### config.mk
export PLATFORM = sky130hd
export DESIGN_NAME = conv2d_engine
export DESIGN_NICKNAME = d
export VERILOG_FILES = /design/src/rtl/conv_pkg.sv /design/src/rtl/conv_mac.sv /design/src/rtl/conv2d_engine.sv
export SDC_FILE = /design/constraint.sdc
export NUM_CORES = 1
export LEC_CHECK = 0
export CAP_MARGIN = 20
export CELL_PAD_IN_SITES_DETAIL_PLACEMENT = 0
export CELL_PAD_IN_SITES_GLOBAL_PLACEMENT = 2
export CORE_ASPECT_RATIO = 1.5
export CORE_UTILIZATION = 25
export DETAILED_ROUTE_END_ITERATION = 6
export PLACE_DENSITY_LB_ADDON = 0.1
export SYNTH_ARGS = -nofsm -noshare
export SYNTH_HDL_FRONTEND = slang
export SYNTH_SLANG_ARGS = --single-unit
### constraint.sdc
create_clock -name clk -period 8.3 [get_ports clk]
set_input_delay 1.245 -clock clk [delete_from_list [all_inputs] [get_ports clk]]
set_output_delay 1.245 -clock clk [all_outputs]
set_load 0.01 [all_outputs]
### src/rtl/conv_pkg.sv
// Shared state encoding and result helpers for conv2d_engine.
// CONV2D_SAT_EN: when defined, results saturate to OUT_W instead of wrapping.
package conv_pkg;

  typedef enum logic [2:0] {IDLE, LOAD, MAC, OUT, DONE} state_t;

  localparam int unsigned RES_MAX_W = 64;

  function automatic int unsigned win_count(input int unsigned img_n, input int unsigned k);
    return (img_n - k + 1) * (img_n - k + 1);
  endfunction

  // Returns the OUT_W-bit result sign-extended to RES_MAX_W bits.
  function automatic logic signed [RES_MAX_W-1:0] fit_result(
    input logic signed [RES_MAX_W-1:0] v,
    input int unsigned                 out_w
  );
`ifdef CONV2D_SAT_EN
    logic signed [RES_MAX_W-1:0] hi;
    logic signed [RES_MAX_W-1:0] lo;
    hi           = '0;
    hi[out_w-1]  = 1'b1;
    hi           = hi - RES_MAX_W'(1);
    lo           = ~hi;
    if (v > hi) begin
      return hi;
    end else if (v < lo) begin
      return lo;
    end
    return v;
`else
    return (v <<< (RES_MAX_W - out_w)) >>> (RES_MAX_W - out_w);
`endif
  endfunction

endpackage

### src/rtl/conv_mac.sv
// Signed multiply-accumulate; clr restarts the sum with the current product.
module conv_mac #(
  parameter int DATA_W = 8,
  parameter int ACC_W  = 16
) (
  input  logic                     clk,
  input  logic                     reset,
  input  logic                     clr,
  input  logic                     en,
  input  logic signed [DATA_W-1:0] pix,
  input  logic signed [DATA_W-1:0] coef,
  output logic signed [ACC_W-1:0]  acc
);

  logic signed [2*DATA_W-1:0] prod;
  logic signed [ACC_W-1:0]    acc_d;
  logic signed [ACC_W-1:0]    acc_q;

  always_comb begin
    prod  = (2*DATA_W)'(pix) * (2*DATA_W)'(coef);
    acc_d = acc_q;
    if (en) begin
      acc_d = (clr ? '0 : acc_q) + ACC_W'(prod);
    end
  end

  always_ff @(posedge clk or posedge reset) begin
    if (reset) begin
      acc_q <= '0;
    end else begin
      acc_q <= acc_d;
    end
  end

  assign acc = acc_q;

endmodule

### src/rtl/conv2d_engine.sv
// Frame-based 2D convolution: load IMG_N x IMG_N pixels, emit one result per KxK window.
// Build option CONV2D_SAT_EN selects saturating (vs wrapping) result narrowing.
module conv2d_engine
  import conv_pkg::*;
#(
  parameter int DATA_W = 8,
  parameter int IMG_N  = 3,
  parameter int K      = 2,
  parameter int OUT_W  = 2*DATA_W
) (
  input  logic                                     clk,
  input  logic                                     reset,
  input  logic                                     start,
  input  logic                                     coef_we,
  input  logic [((K*K > 1) ? $clog2(K*K) : 1)-1:0] coef_addr,
  input  logic signed [DATA_W-1:0]                 coef_data,
  input  logic                                     in_valid,
  output logic                                     in_ready,
  input  logic signed [DATA_W-1:0]                 in_data,
  output logic                                     out_valid,
  input  logic                                     out_ready,
  output logic signed [OUT_W-1:0]                  out_data,
  output logic                                     busy,
  output logic                                     done
);

  localparam int NPIX  = IMG_N * IMG_N;
  localparam int NTAP  = K * K;
  localparam int NWIN  = win_count(IMG_N, K);
  localparam int PIX_W = $clog2(NPIX);
  localparam int CW    = $clog2(IMG_N);
  localparam int WC_W  = (NWIN > 1) ? $clog2(NWIN) : 1;
  localparam int TAP_W = (NTAP > 1) ? $clog2(NTAP) : 1;
  localparam int ACC_W = 2*DATA_W + $clog2(NTAP);

  state_t            state_q, state_d;
  logic [PIX_W-1:0]  pix_cnt_q, pix_cnt_d;
  logic [CW-1:0]     r_q, r_d, c_q, c_d, ki_q, ki_d, kj_q, kj_d;
  logic [WC_W-1:0]   win_q, win_d;

  logic signed [DATA_W-1:0] pix_mem_q  [NPIX];
  logic signed [DATA_W-1:0] coef_mem_q [NTAP];

  logic                     pix_we, mac_en, mac_clr;
  logic [PIX_W-1:0]         rd_idx;
  logic [TAP_W-1:0]         tap_idx;
  logic signed [ACC_W-1:0]  acc;

  always_comb begin
    state_d   = state_q;
    pix_cnt_d = pix_cnt_q;
    r_d       = r_q;
    c_d       = c_q;
    ki_d      = ki_q;
    kj_d      = kj_q;
    win_d     = win_q;
    in_ready  = 1'b0;
    out_valid = 1'b0;
    done      = 1'b0;
    pix_we    = 1'b0;
    mac_en    = 1'b0;
    busy      = (state_q != IDLE);
    unique case (state_q)
      IDLE: begin
        if (start) begin
          state_d   = LOAD;
          pix_cnt_d = '0;
          r_d       = '0;
          c_d       = '0;
          ki_d      = '0;
          kj_d      = '0;
          win_d     = '0;
        end
      end
      LOAD: begin
        in_ready = 1'b1;
        if (in_valid) begin
          pix_we    = 1'b1;
          pix_cnt_d = pix_cnt_q + PIX_W'(1);
          if (pix_cnt_q == PIX_W'(NPIX - 1)) state_d = MAC;
        end
      end
      MAC: begin
        mac_en = 1'b1;
        if (kj_q == CW'(K - 1)) begin
          kj_d = '0;
          if (ki_q == CW'(K - 1)) begin
            ki_d    = '0;
            state_d = OUT;
          end else begin
            ki_d = ki_q + CW'(1);
          end
        end else begin
          kj_d = kj_q + CW'(1);
        end
      end
      OUT: begin
        out_valid = 1'b1;
        if (out_ready) begin
          if (win_q == WC_W'(NWIN - 1)) begin
            state_d = DONE;
          end else begin
            state_d = MAC;
            win_d   = win_q + WC_W'(1);
            if (c_q == CW'(IMG_N - K)) begin
              c_d = '0;
              r_d = r_q + CW'(1);
            end else begin
              c_d = c_q + CW'(1);
            end
          end
        end
      end
      DONE: begin
        done    = 1'b1;
        state_d = IDLE;
      end
      default: state_d = IDLE;
    endcase
  end

  always_ff @(posedge clk or posedge reset) begin
    if (reset) begin
      state_q   <= IDLE;
      pix_cnt_q <= '0;
      r_q       <= '0;
      c_q       <= '0;
      ki_q      <= '0;
      kj_q      <= '0;
      win_q     <= '0;
    end else begin
      state_q   <= state_d;
      pix_cnt_q <= pix_cnt_d;
      r_q       <= r_d;
      c_q       <= c_d;
      ki_q      <= ki_d;
      kj_q      <= kj_d;
      win_q     <= win_d;
    end
  end

  // Kernel is frozen once a frame starts.
  always_ff @(posedge clk or posedge reset) begin
    if (reset) begin
      for (int unsigned i = 0; i < NTAP; i++) coef_mem_q[i] <= '0;
    end else if (state_q == IDLE && coef_we && int'(coef_addr) < NTAP) begin
      coef_mem_q[coef_addr] <= coef_data;
    end
  end

  always_ff @(posedge clk) begin
    if (pix_we) pix_mem_q[pix_cnt_q] <= in_data;
  end

  always_comb begin
    rd_idx  = PIX_W'((int'(r_q) + int'(ki_q)) * IMG_N + int'(c_q) + int'(kj_q));
    tap_idx = TAP_W'(int'(ki_q) * K + int'(kj_q));
    mac_clr = (ki_q == '0) && (kj_q == '0);
  end

  conv_mac #(
    .DATA_W (DATA_W),
    .ACC_W  (ACC_W)
  ) u_mac (
    .clk   (clk),
    .reset (reset),
    .clr   (mac_clr),
    .en    (mac_en),
    .pix   (pix_mem_q[rd_idx]),
    .coef  (coef_mem_q[tap_idx]),
    .acc   (acc)
  );

  always_comb begin
    out_data = '0;
    if (state_q == OUT) out_data = OUT_W'(fit_result(RES_MAX_W'(acc), OUT_W));
  end

endmodule

# Word-level counts from Yosys, hierarchy flattened
# Memories as Yosys holds them, arrays and structs flattened.
# Cells that the tools add are included.
dict set report word_totals {
  reg_bits 67
  ram_bits 72
  input_bits 24
  memories 1
}
dict set report classes {
  add_sub_neg 11
  n_mul 2
  magnitude_cmp 3
  eq_ne 17
  muxes 44
  bitwise_logic 2
  n_reduce_logical 16
}
# memory depth word_bits read_ports rd_clocked_by_memory_dff write_ports line_no
set mem_list {}
lappend mem_list {pix_mem_q 9 8 1 0 1 conv2d_engine.sv:41} ;# logic signed [DATA_W-1:0] pix_mem_q [NPIX];
# cell n
set op_table {}
lappend op_table {{32-bit bitwise mux} 1}
lappend op_table {{2-bit two-way mux} 12}
lappend op_table {{8-bit two-way mux} 3}
lappend op_table {{3-bit two-way mux} 7}
lappend op_table {{2-bit case mux with 2 select lines} 5}
lappend op_table {{18-bit adder} 1}
lappend op_table {{18-bit two-way mux} 1}
lappend op_table {{8-bit binary-select mux with 2-bit select} 1}
lappend op_table {{8-bit demux with 2-bit select} 1}
lappend op_table {{8-bit by 8-bit multiplier with 16-bit output} 1}
lappend op_table {{16-bit two-way mux} 1}
lappend op_table {{2-bit inequality test (second input constant)} 8}
lappend op_table {{3-bit case mux with 4 select lines} 1}
lappend op_table {{2-bit by 1-bit adder with 2-bit output (second input constant)} 5}
lappend op_table {{4-bit by 2-bit adder with 4-bit output} 2}
lappend op_table {{1-bit two-way mux} 8}
lappend op_table {{4-bit two-way mux} 2}
lappend op_table {{4-bit case mux with 2 select lines} 1}
lappend op_table {{2-bit by 1-bit equality test with 1-bit output (second input constant)} 3}
lappend op_table {{3-bit by 2-bit equality test with 1-bit output (second input constant)} 2}
lappend op_table {{3-bit >= comparator (second input constant)} 2}
lappend op_table {{2-bit inverter with 3-bit output} 2}
lappend op_table {{3-bit AND reduction} 2}
lappend op_table {{6-bit AND reduction} 1}
lappend op_table {{other kinds (17)} 22}

# Longest topological paths before layout
# Gate-level depths: netlist (run 1).
dict set report logic_depth {
  ltp_word 7
  mapped_depth 37
  mapped_depth_nobuf 35
}

# Hierarchy
# A second synthesis (run 1) with hierarchy kept.
dict set report unflattened {
  cells_unflattened 834
  hier_area_um2 9615.5
}
# mod n_inst cells_per_inst area_each_um2 seq_area_each_um2
set modules_own_cells {}
lappend modules_own_cells {conv2d_engine 1 378 5521.5 3388.2}
lappend modules_own_cells {conv_mac 1 456 4093.9 450.4}

# Worst setup path after synthesis (run 1)
# OpenSTA, ideal clock, no wires.
dict set report synth_path {
  kind {register to register}
  start {register r_q[0]}
  end {register u_mac.acc_q[15], in the netlist u_mac.acc[15]}
  setup_time_ps 71
  t_arrival_ps 8876
  path_slack_ps -647
  path_stages_with_launch 36
  period_less_slack_ps 8947
  cell_sequence {dfrtp_1 ha_1 inv_1 fa_1 fa_1 fa_1 inv_1 ha_1 inv_1 fa_1 xnor2_1 clkbuf_1 nor2_1 a21oi_1 nand2_1 fa_1 fa_1 inv_1 fa_1 inv_1 fa_1 inv_1 ha_1 a21oi_1 o21bai_1 a21oi_1 xnor2_1 ha_1 buf_2 a41oi_1 o21ai_1 a21oi_1 a21oi_1 or4_4 a211oi_2 nand3b_1}
}
dict set report synth_via {
  elab_chain_len 7
}
# element line_no
set synth_lines {}
lappend synth_lines {{start, declared} conv2d_engine.sv:38} ;# logic [CW-1:0] r_q, r_d, c_q, c_d, ki_q, ki_d, kj_q, kj_d;
lappend synth_lines {{start signal, assigned} conv2d_engine.sv:134} ;# r_q <= r_d;
lappend synth_lines {{2-bit by 2-bit adder with 3-bit output} conv2d_engine.sv:156} ;# rd_idx = PIX_W'((int'(r_q) + int'(ki_q)) * IMG_N + int'(c_q) + int'(kj_q));
lappend synth_lines {{3-bit by 2-bit multiplier with 4-bit output} conv2d_engine.sv:156}
lappend synth_lines {{4-bit by 2-bit adder with 4-bit output (2 in a row)} conv2d_engine.sv:156}
lappend synth_lines {{memory 9 x 8 bit} --}
lappend synth_lines {{8-bit by 8-bit multiplier with 16-bit output} conv_mac.sv:20} ;# prod = (2*DATA_W)'(pix) * (2*DATA_W)'(coef);
lappend synth_lines {{18-bit adder} conv_mac.sv:23} ;# acc_d = (clr ? '0 : acc_q) + ACC_W'(prod);
lappend synth_lines {{end signal, assigned} conv_mac.sv:29} ;# acc_q <= '0;
lappend synth_lines {{end signal, assigned} conv_mac.sv:31} ;# acc_q <= acc_d;
lappend synth_lines {{end, declared} conv_mac.sv:17} ;# logic signed [ACC_W-1:0] acc_q;
# No other way between the ends.
# A chain may end at the register's enable or synchronous reset.

# Worst setup path in the final report (run 1)
dict set report layout_path {
  start {register ki_q[0]}
  end {register u_mac.acc_q[15], in the netlist u_mac.acc[15]}
}
dict set report layout_via {
  elab_chain_len 7
  elab_cells_between_ends 15
}
# element line_no
set layout_lines {}
lappend layout_lines {{start, declared} conv2d_engine.sv:38}
lappend layout_lines {{start signal, assigned} conv2d_engine.sv:136} ;# ki_q <= ki_d;
lappend layout_lines {{2-bit by 2-bit adder with 3-bit output / 2-bit adder (equally long branches)} {conv2d_engine.sv:156, conv2d_engine.sv:157}}
lappend layout_lines {{3-bit by 2-bit multiplier with 4-bit output / 2-bit inverter with 3-bit output (equally long branches)} {conv2d_engine.sv:156, conv2d_engine.sv:170}}
lappend layout_lines {{4-bit by 2-bit adder with 4-bit output / 8-bit binary-select mux with 2-bit select (equally long branches)} {conv2d_engine.sv:156, conv2d_engine.sv:170}}
lappend layout_lines {{4-bit by 2-bit adder with 4-bit output / 8-bit two-way mux (equally long branches)} {conv2d_engine.sv:156, conv2d_engine.sv:170}}
lappend layout_lines {{memory 9 x 8 bit / 8-bit two-way mux (equally long branches)} --}
lappend layout_lines {{8-bit by 8-bit multiplier with 16-bit output} conv_mac.sv:20}
lappend layout_lines {{18-bit adder (*)} conv_mac.sv:23}
# Every way passes the cells marked *; elsewhere a longest branch is shown, timed or not. The select of a mux whose other input is x is not followed.

==> results_dict.tcl, run 1 <==
set metrics [dict create \
    finalSetupViolations 2 \
    port_buffers 43 \
    antenna_violating_nets_left 0 \
    cts_made_buffers 17 \
    setup.worst_path.start "ki_q[0]" \
    syn_to_final_growth_pct 30.3 \
    grt_antenna_before_repair 0 \
    clock_tree.root_cell "sky130_fd_sc_hd__clkbuf_16" \
    min_path_type "reg2reg" \
    gpl.final_weighted_congestion 0.738 \
    cpPeakStageDelay_ns 0.57 \
    synth_compound_gate_area_share_pct 7.36 \
    timing.max_slew.rel_slack_pct 32.7 \
    num_rows 86 \
    path_delay_family "adder cells" \
    grt_max_degree 66 \
    min-delay-start "win_q[1]" \
    clock-skew-final_ns 0.0161 \
    die_area_sq_um 37900 \
    antennaDiodeCount 0 \
    setup_repair_after_global_routing_missed_its_margin "yes" \
    yosys.area_share.simple_pct 13.6 \
    die_h_um 238 \
    overflow 0 \
    timing.final.ws_setup_ns -0.233 \
    dominant_combinational_cell_family_by_area_after_synthesis "adder cells" \
    detail_route.vias_per_cell 4.33 \
    critPathCaptureType "register" \
    critical_path_required_ns 8.67 \
    cts-htree-levels 4 \
    regToRegStartpoint "ki_q[0]" \
    number_of_global_route_vias_before_repair 7131 \
    max_cap_violations 0 \
    floorplan.io_pins 44 \
    timing.critical_path.arrival_ns 8.90 \
    clk-insertion-delay-late_ns 0.44 \
    chip_width_um 159 \
    yosys_register_bits 137 \
    design.core.area_sq_um 36700 \
    post_synth_mux_area_share_pct 8.99 \
    edff_count_synth 72 \
    ys.flop_type "sky130_fd_sc_hd__edfxtp_1" \
    critPathMaxFanout 5 \
    track_usage_pct 13.3 \
    clkSinkCount 137 \
    layout_worst_path_cycle_share_pct 103 \
    ys_async_rst_share_pct 47.4 \
    numPlacedInstances 1429 \
    path_buf_inv 7 \
    layout-drive-gt1-share_pct 29.4 \
    whs_path_depth 2 \
    wire_per_inst_um 15.9 \
    netlist-cell-type-count 60 \
    violations "negative setup slack" \
    crit_path_slowest_cell "sky130_fd_sc_hd__fa_1" \
    cp_common_cell "sky130_fd_sc_hd__fa_1" \
    outcome "finished with violations" \
    synth.cell_area_sq_um 9280 \
    place_hpwl_um 18600 \
    cts_tree "built" \
    synth.avg_cell_area_sq_um 11.0 \
    synth-seq-area-share_pct 40.8 \
    instances_no_fill 1486 \
    ys_warn_count 0 \
    drt-pass1-iter-count 6 \
    yosys.area_share.xor_xnor_pct 3.37 \
    nets 1128 \
    cp.depth 33 \
    post_synth_fa_ha_maj_area_fraction_pct 20.4 \
    drc 0 \
    ctsLongestPathBuffers 2 \
    floorplan.initialDensity_pct 25.3 \
    initialDrtViolationCount 122 \
    worstSetupPathType "reg2reg" \
    hold_viol 0 \
    clk_pin_slew_worst_paths_ns 0.07 \
    r2r.worst_path.cells 33 \
    synthCells 843 \
    setup.worst_path.start_class "register" \
    fmaxAchievable_ghz 0.117 \
    layout_min_cycle_time_ns 8.53 \
    grt_pass1_wl_um 38400 \
    finalMaxSlewViolations 0 \
    worst-slew-pin-transition_ns 1.01 \
    final_wirelength_um 23700 \
    routed-via-count 6437 \
    synth.net_count 982 \
]
==> layout by cell type, fill, tap and decap left out, types with 6 or more instances in the layout <==
| cell type | n |
|---|---|
| sky130_fd_sc_hd__nand3_1 | 11 |
| sky130_fd_sc_hd__a21oi_2 | 12 |
| sky130_fd_sc_hd__a21o_1 | 7 |
| sky130_fd_sc_hd__buf_4 | 97 |
| sky130_fd_sc_hd__nor2_1 | 60 |
| sky130_fd_sc_hd__mux4_2 | 17 |
| sky130_fd_sc_hd__and2_1 | 27 |
| sky130_fd_sc_hd__nand2_1 | 87 |
| sky130_fd_sc_hd__ha_1 | 39 |
| sky130_fd_sc_hd__fa_2 | 6 |
| sky130_fd_sc_hd__or2_1 | 7 |
| sky130_fd_sc_hd__inv_2 | 19 |
| sky130_fd_sc_hd__xnor2_1 | 14 |
| sky130_fd_sc_hd__edfxtp_1 | 72 |
| sky130_fd_sc_hd__clkdlybuf4s50_1 | 43 |
| sky130_fd_sc_hd__ha_4 | 11 |
| sky130_fd_sc_hd__nor2b_1 | 10 |
| sky130_fd_sc_hd__clkbuf_16 | 17 |
| sky130_fd_sc_hd__mux2_2 | 32 |
| sky130_fd_sc_hd__o21ai_1 | 9 |
| sky130_fd_sc_hd__o21ai_0 | 30 |
| sky130_fd_sc_hd__and2b_2 | 6 |
| sky130_fd_sc_hd__dfrtp_1 | 65 |
| sky130_fd_sc_hd__a21oi_1 | 15 |
| sky130_fd_sc_hd__and3_1 | 8 |
| sky130_fd_sc_hd__xor2_1 | 13 |
| sky130_fd_sc_hd__buf_6 | 7 |
| sky130_fd_sc_hd__inv_1 | 91 |
| sky130_fd_sc_hd__fa_1 | 54 |
==> synthesized netlist by cell type (all sizes together), types with 2 or more instances <==
cell / number / area share [%]
dfrtp: 65 / 18
mux4: 17 / 4.1
o31ai: 2 / 0.16
nand3: 12 / 0.65
and3: 9 / 0.61
o22a: 2 / 0.19
nor2b: 12 / 0.84
nand2: 87 / 3.5
and2: 27 / 1.8
nor3: 7 / 0.49
nand2b: 3 / 0.20
inv: 111 / 4.5
a31o: 3 / 0.28
a21oi: 30 / 1.8
ha: 55 / 7.4
a31oi: 2 / 0.13
o21a: 3 / 0.24
fa: 60 / 13
mux2i: 8 / 0.86
mux2: 33 / 4.0
nor4: 2 / 0.30
xnor2: 19 / 2.0
nand3b: 2 / 0.16
o21ai: 42 / 2.3
nor2: 65 / 2.6
o211ai: 2 / 0.16
a211oi: 5 / 0.51
o21bai: 4 / 0.32
and2b: 6 / 0.57
buf: 9 / 0.50
nor3b: 3 / 0.24
edfxtp: 72 / 23
clkbuf: 14 / 0.57
xor2: 15 / 1.4
or2: 13 / 0.88
a21o: 7 / 0.57
nand4: 4 / 0.27
==> worst paths after layout <==
path,endpoint,slack [ns]
setup / recovery,u_mac.acc[15],-0.23
hold / removal,win_q[1],0.49
setup reg to reg,u_mac.acc[15],-0.23
hold reg to reg,win_q[1],0.49
max in group asynchronous,coef_mem_q[27],6.27
min in group asynchronous,pix_cnt_q[0],1.43
==> kinds of logic after synthesis <==
family / after synthesis
muxes: 58
adders and majority gates: 115
DFF: 137
AOI/OAI and AO/OA: 109
buffers and inverters: 134
xor gates and xnor gates: 34
and+or+nand+nor: 256
==> area by class of cell <==
cell class,count,area [sq um]
multi-input cells,572,5360
inverters,111,419
fillers,3703,24600
repair buffers,150,1300
clock inverters,15,196
clock buffers,17,425
well taps,484,606
flip-flops and latches,137,3790
==> state kept, by name (all words and copies together), names as in the netlist <==
name / flops
pix_mem_q: 72
coef_mem_q: 32
u_mac.acc: 16
pix_cnt_q: 4
state_q: 3
c_q: 2
ki_q: 2
kj_q: 2
r_q: 2
win_q: 2
==> stage by stage <==
stage | util, % | hold slack (ns) | setup TNS, ns | worst slack (ns) | cell area, sq um
floorplan | - | 0.445 | 0 | 0.00151 | 9410
detailed placement | 29.9 | 0.484 | -1.11 | -0.518 | 11000
global route | 33.0 | 0.524 | -1.71 | -0.553 | 12100
global placement | 29.9 | 0.469 | -1.05 | -0.510 | 11000
finish | 33.0 | 0.489 | -0.340 | -0.233 | 12100
CTS | 32.2 | 0.500 | -0.656 | -0.352 | 11800
==> worst reg2reg max path, delay by kind of cell, from the launching register on <==
| kind | cells | cell delay (ns) |
|---|---|---|
| buffers and inverters | 7 | 0.45 |
| and+or+nand+nor | 6 | 1.29 |
| muxes | 1 | 0.14 |
| AOI/OAI and AO/OA | 6 | 1.16 |
| DFF | 1 | 0.35 |
| xor gates and xnor gates | 1 | 0.21 |
| adders and majority gates | 12 | 4.86 |
==> routing by layer <==
| layer | up-vias | track usage (%) | wire length, um | share of wire, % |
|---|---|---|---|---|
| met5 | - | 0 | 0 | 0 |
| met4 | 0 | 4.28 | 425 | 1.8 |
| met3 | 19 | 2.28 | 353 | 1.5 |
| met2 | 51 | 26.1 | 13600 | 57 |
| met1 | 3238 | 14.1 | 9310 | 39 |
| li1 | 3129 | - | - | - |
==> repair_timing <==
action | 4_1_cts | 5_1_grt
hold buffers | 0 | 0
gates resized for setup | 29 | 49
buffers inserted | 15 | 11
pin swaps | 31 | 50
setup endpoints to repair | 4 | 7
Power of run 1 is not shown: default switching activity piles up to over one toggle a cycle in this logic, so the estimate is an artifact.
==> run 2, diff against run 1 <==
Settings changed: ABC_AREA set to 1, CORE_ASPECT_RATIO 1.5 to 1.2, CORE_UTILIZATION 25 to 35.
==> run 2 against run 1 <==
Compared with the run above:
- the flow now finishes without violations
- setup slack improved by 0.58 ns
- wire length is 2.0% lower
- utilization is 12 points higher
- cell area is 2.5% lower
- count of clock-buffer cells in the layout grew 1
- synthesized cell count increased by 27%
- final cell count increased by 3.1%
- sequential share of layout area rose by 0.80 points
==> results_dict.tcl, run 2 <==
set metrics [dict create \
    outcome "completed" \
    port_buffers 43 \
    cpPeakStageDelay_ns 0.58 \
    antennaDiodeCount 0 \
    wire_per_inst_um 15.2 \
    clock-skew-final_ns 0.0164 \
    antenna_violating_nets_left 0 \
    number_of_global_route_vias_before_repair 7276 \
    detail_route.vias_per_cell 4.68 \
    max_cap_violations 0 \
    netlist-cell-type-count 45 \
    fmaxAchievable_ghz 0.126 \
    detailed_place.area_sq_um 10800 \
    hold_viol 0 \
    ctsLongestPathBuffers 2 \
    path_buf_inv 12 \
    worstSetupPathType "reg2reg" \
    cts-htree-levels 4 \
    finalSetupViolations 0 \
    clkSinkCount 137 \
    design.core.area_sq_um 26500 \
    timing.max_slew.rel_slack_pct 35.9 \
    synth.area.top_cells "sky130_fd_sc_hd__edfxtp_1 (23%), sky130_fd_sc_hd__dfrtp_1 (17%), sky130_fd_sc_hd__fa_1 (13%), sky130_fd_sc_hd__inv_1 (8.4%), sky130_fd_sc_hd__nand2_1 (7.6%)" \
    min_path_type "reg2reg" \
    synth.net_count 1208 \
    timing.critical_path.arrival_ns 8.27 \
    holdWs_ns 0.460 \
    overflow 0 \
    grt_max_degree 66 \
    floorplan.io_pins 44 \
    yosys_register_bits 137 \
    max_ffs_per_register 72 \
    final_core_utilization_pct 44.5 \
    clock_tree.root_cell "sky130_fd_sc_hd__clkbuf_16" \
    drc 0 \
    cts_made_buffers 17 \
    grt_antenna_before_repair 0 \
    nets 1323 \
    synth_largest_type_area_fraction_pct 22.7 \
    layout-drive-gt1-share_pct 17.9 \
    track_usage_pct 17.6 \
    initialDrtViolationCount 295 \
    synth_top_cells_by_count "sky130_fd_sc_hd__inv_1 (214), sky130_fd_sc_hd__nand2_1 (192), sky130_fd_sc_hd__nor2_1 (108)" \
    worst-slew-pin-transition_ns 0.959 \
    floorplan.initialDensity_pct 35.9 \
    layout_min_cycle_time_ns 7.95 \
    clk_pin_slew_worst_paths_ns 0.07 \
    setup_repair_after_global_routing_missed_its_margin "yes" \
    setup.worst_path.start_class "register" \
    yosysMostFrequentCell "sky130_fd_sc_hd__inv_1" \
    place_hpwl_um 17500 \
    synth-seq-area-share_pct 39.8 \
    synth.largest_area_cell "sky130_fd_sc_hd__edfxtp_1" \
    critPathMaxFanout 7 \
    drt-pass1-iter-count 6 \
    layout_common_cells "sky130_fd_sc_hd__inv_1 (203), sky130_fd_sc_hd__nand2_1 (189), sky130_fd_sc_hd__nor2_1 (102)" \
    die_h_um 183 \
    mostFrequentLayoutCell "sky130_fd_sc_hd__inv_1" \
    crit_path_slowest_cell "sky130_fd_sc_hd__fa_2" \
    cts_tree "built" \
    finalMaxSlewViolations 0 \
    synthCells 1069 \
    gpl.final_weighted_congestion 0.794 \
    clk-insertion-delay-late_ns 0.44 \
    edff_count_synth 72 \
    die_area_sq_um 27900 \
    critical_path_required_ns 8.61 \
    critPathCaptureType "register" \
    ys_warn_count 0 \
    final_wirelength_um 23200 \
    synth.cell_area_sq_um 9530 \
    ys_async_rst_share_pct 47.4 \
    chip_width_um 153 \
    grt_pass1_wl_um 37700 \
    cp_common_cell "sky130_fd_sc_hd__fa_1" \
    path_delay_family "adder cells" \
    syn_to_final_growth_pct 23.7 \
    layout_worst_path_cycle_share_pct 95.8 \
    routed-via-count 7177 \
    ctsHoldBuffers 0 \
    ys.flop_type "sky130_fd_sc_hd__edfxtp_1" \
    fillerInstances 2665 \
    num_rows 65 \
    final_design_area_no_fill_sq_um 11800 \
    synth.avg_cell_area_sq_um 8.91 \
    register_ranked_first_by_flip_flop_count "pix_mem_q" \
]
==> run 2: cell types whose count changed after synthesis, sizes merged, moves of 14 or more <==
cell,before,now
o21ai,42,70
mux4,17,0
nor2,65,110
inv,111,217
xnor2,19,5
mux2,33,16
and2,27,0
nand3,12,60
nand2,87,194
a21oi,30,47
==> run 2: worst paths after layout <==
check / start / end / cells past startpoint / slack, ns
setup / recovery: ki_q[0] / u_mac.acc[13] / 36 / 0.35
hold / removal: pix_cnt_q[3] / pix_cnt_q[3] / 1 / 0.46
setup reg to reg: ki_q[0] / u_mac.acc[13] / 36 / 0.35
hold reg to reg: pix_cnt_q[3] / pix_cnt_q[3] / 1 / 0.46
max in group asynchronous: reset / coef_mem_q[4] / 3 / 6.30
min in group asynchronous: reset / win_q[1] / 3 / 1.40
==> run 2: layer usage <==
metal,global-route usage (%),wire length (um),up-vias
met5,0,0,-
met4,5.82,291,0
met3,2.48,428,21
met2,33.0,12400,72
met1,20.5,10000,3434
li1,-,-,3650
==> run 2: kinds of logic after synthesis <==
logic type      share of synthesized area (%)
simple gates                             17.5
buf+inv                                  9.96
compound gates                           9.60
flops                                    39.8
fa+ha+maj                                19.8
mux                                      1.89
xor+xnor                                 1.46
==> run 2: what timing repair did <==
| item | CTS | global route |
|---|---|---|
| pin swaps | 0 | 28 |
| resized for setup | 3 | 66 |
| buffers inserted | 0 | 13 |
| setup endpoints to repair | 2 | 8 |
==> run 2: layout make-up <==
cell class / count / area [sq um] / share of cell area (%)
multi-input cells: 690 / 5070 / 43.0
flip-flops and latches: 137 / 3790 / 32.1
repair buffers: 121 / 1040 / 8.82
inverters: 217 / 820 / 6.95
clock buffers: 18 / 429 / 3.64
well taps: 335 / 419 / 3.56
clock inverters: 14 / 218 / 1.85
==> run 2: stage by stage <==
stage / setup slack [ns] / setup TNS (ns) / std cells
2_1_floorplan: 0.118 / 0 / 1069
3_5_place_dp: -0.136 / -0.204 / 1487
3_3_place_gp: 0.00408 / 0 / 1487
4_1_cts: 0.00583 / 0 / 1519
5_1_grt: -0.110 / -0.184 / 1532
6_report: 0.348 / 0 / 1532
Power of run 2 is left out for the same reason.
==> run 3, diff against run 2 <==
Settings changed: CORE_MARGIN set to 5, CORE_UTILIZATION 35 to 25, PLACE_DENSITY_LB_ADDON 0.1 to 0.25.
==> run 3 against run 2 <==
Compared with the run above:
- fmax is 1.2% lower
- register-to-register slack got worse by 0.10 ns
- global-route usage down 6.0 points
- setup slack lost 0.10 ns
- sequential cell count unchanged
- final cell count grew 9.6%
- highest routed layer unchanged
==> results_dict.tcl, run 3 (synthesis gave the netlist of run 2 again) <==
set metrics [dict create \
    clk-insertion-delay-late_ns 0.43 \
    port_buffers 43 \
    mostFrequentLayoutCell "sky130_fd_sc_hd__inv_1" \
    setup_total_negative_slack_ns 0 \
    die_area_sq_um 42100 \
    setup.worst_path.start_class "register" \
    num_rows 78 \
    routed-via-count 7182 \
    grt_pass1_wl_um 39200 \
    regToRegStartpoint "r_q[0]" \
    cts_tree "built" \
    timing.critical_path.arrival_ns 8.38 \
    place_hpwl_um 18200 \
    clock_tree.root_cell "sky130_fd_sc_hd__clkbuf_16" \
    layout_worst_path_cycle_share_pct 97.0 \
    wire_per_inst_um 14.3 \
    finalSetupViolations 0 \
    overflow 0 \
    path_buf_inv 14 \
    number_of_global_route_vias_before_repair 7482 \
    fmaxAchievable_ghz 0.124 \
    cpPeakStageDelay_ns 0.53 \
    antenna_violating_nets_left 0 \
    final_wirelength_um 23900 \
    clk_pin_slew_worst_paths_ns 0.07 \
    track_usage_pct 11.6 \
    critPathCaptureType "register" \
    worst-slew-pin-transition_ns 0.994 \
    chip_width_um 188 \
    drc 0 \
    register_ranked_first_by_flip_flop_count "pix_mem_q" \
    floorplan.io_pins 44 \
    layout_min_cycle_time_ns 8.05 \
    ctsHoldBuffers 0 \
    cts-htree-levels 4 \
    setup_repair_after_global_routing_missed_its_margin "yes" \
    grt_max_degree 66 \
    critical_path_required_ns 8.63 \
    clock-skew-final_ns 0.0139 \
    cts_made_buffers 17 \
    design.core.area_sq_um 37800 \
    path_delay_family "adder cells" \
    grt_antenna_before_repair 0 \
    layout_common_cells "sky130_fd_sc_hd__inv_1 (194), sky130_fd_sc_hd__nand2_1 (185), sky130_fd_sc_hd__nor2_1 (102)" \
    floorplan.initialDensity_pct 25.2 \
    min-delay-start "pix_cnt_q[3]" \
    critPathMaxFanout 4 \
    detail_route.vias_per_cell 4.28 \
    layout-drive-gt1-share_pct 19.9 \
    setup.worst_path.start "r_q[0]" \
    dpl_worst_slack_ns -0.0664 \
    initialDrtViolationCount 222 \
    nets 1324 \
    worstSetupPathType "reg2reg" \
    max_cap_violations 0 \
    syn_to_final_growth_pct 27.0 \
    finalMaxSlewViolations 0 \
    timing.final.ws_setup_ns 0.247 \
    gpl.final_weighted_congestion 0.804 \
    crit_path_slowest_cell "sky130_fd_sc_hd__fa_1" \
    ctsLongestPathBuffers 2 \
    clkSinkCount 137 \
    outcome "completed" \
    drt-pass1-iter-count 6 \
    min_path_type "reg2reg" \
    hold_viol 0 \
    max_ffs_per_register 72 \
    timing.max_slew.rel_slack_pct 33.4 \
    die_h_um 224 \
]
## run 3: changes by cell type in the layout (fill, tap and decap cells not counted), sizes merged
| cell | previous run | this run |
|---|---|---|
| inv | 221 | 227 |
| clkinvlp | 0 | 2 |
| clkbuf | 18 | 17 |
| bufinv | 5 | 0 |
| clkinv | 5 | 4 |
| diode | 0 | 1 |
## run 3: layout make-up
type                    instances  area [sq um]
fillers                      3907         25700
multi-input cells             690          5230
flip-flops and latches        137          3790
repair buffers                121          1080
inverters                     217           817
well taps                     480           601
clock buffers                  17           425
clock inverters                15           148
repair inverters                1          7.51
diodes                          1          2.50
## run 3: repair_timing
action / CTS / global route
pin swaps: 1 / 69
cloned: 0 / 1
setup endpoints to repair: 2 / 6
setup buffers: 1 / 21
resized for setup: 4 / 114
## run 3: final timing paths
| check | cells after the start | slack [ns] | end |
|---|---|---|---|
| min in group asynchronous | 3 | 1.38 | state_q[2] |
| max in group asynchronous | 3 | 6.30 | u_mac.acc[7] |
| worst min-delay path | 1 | 0.47 | pix_cnt_q[3] |
| worst min register to register | 1 | 0.47 | pix_cnt_q[3] |
| worst max register to register | 43 | 0.25 | u_mac.acc[15] |
| worst max-delay path | 43 | 0.25 | u_mac.acc[15] |
## run 3: layer usage
layer  track usage (%)  share of wire [%]  vias to the layer above
met4              2.82                1.3                        0
met3              2.10                2.2                       22
met2              20.9                 53                       63
met1              14.3                 44                     3435
li1                  -                  -                     3662
met5                 0                  0                        -
## run 3: per-stage QoR
step	std cells	instance area (sq um)	util [%]	hold WS, ns
6_report	1679	12100	32.0	0.467
5_1_grt	1678	12100	32.0	0.502
4_1_cts	1655	11500	30.3	0.465
3_5_place_dp	1622	10900	28.8	0.457
3_3_place_gp	1622	10900	28.8	0.452
2_1_floorplan	1069	9530	-	0.433
Power of run 3 is left out for the same reason.
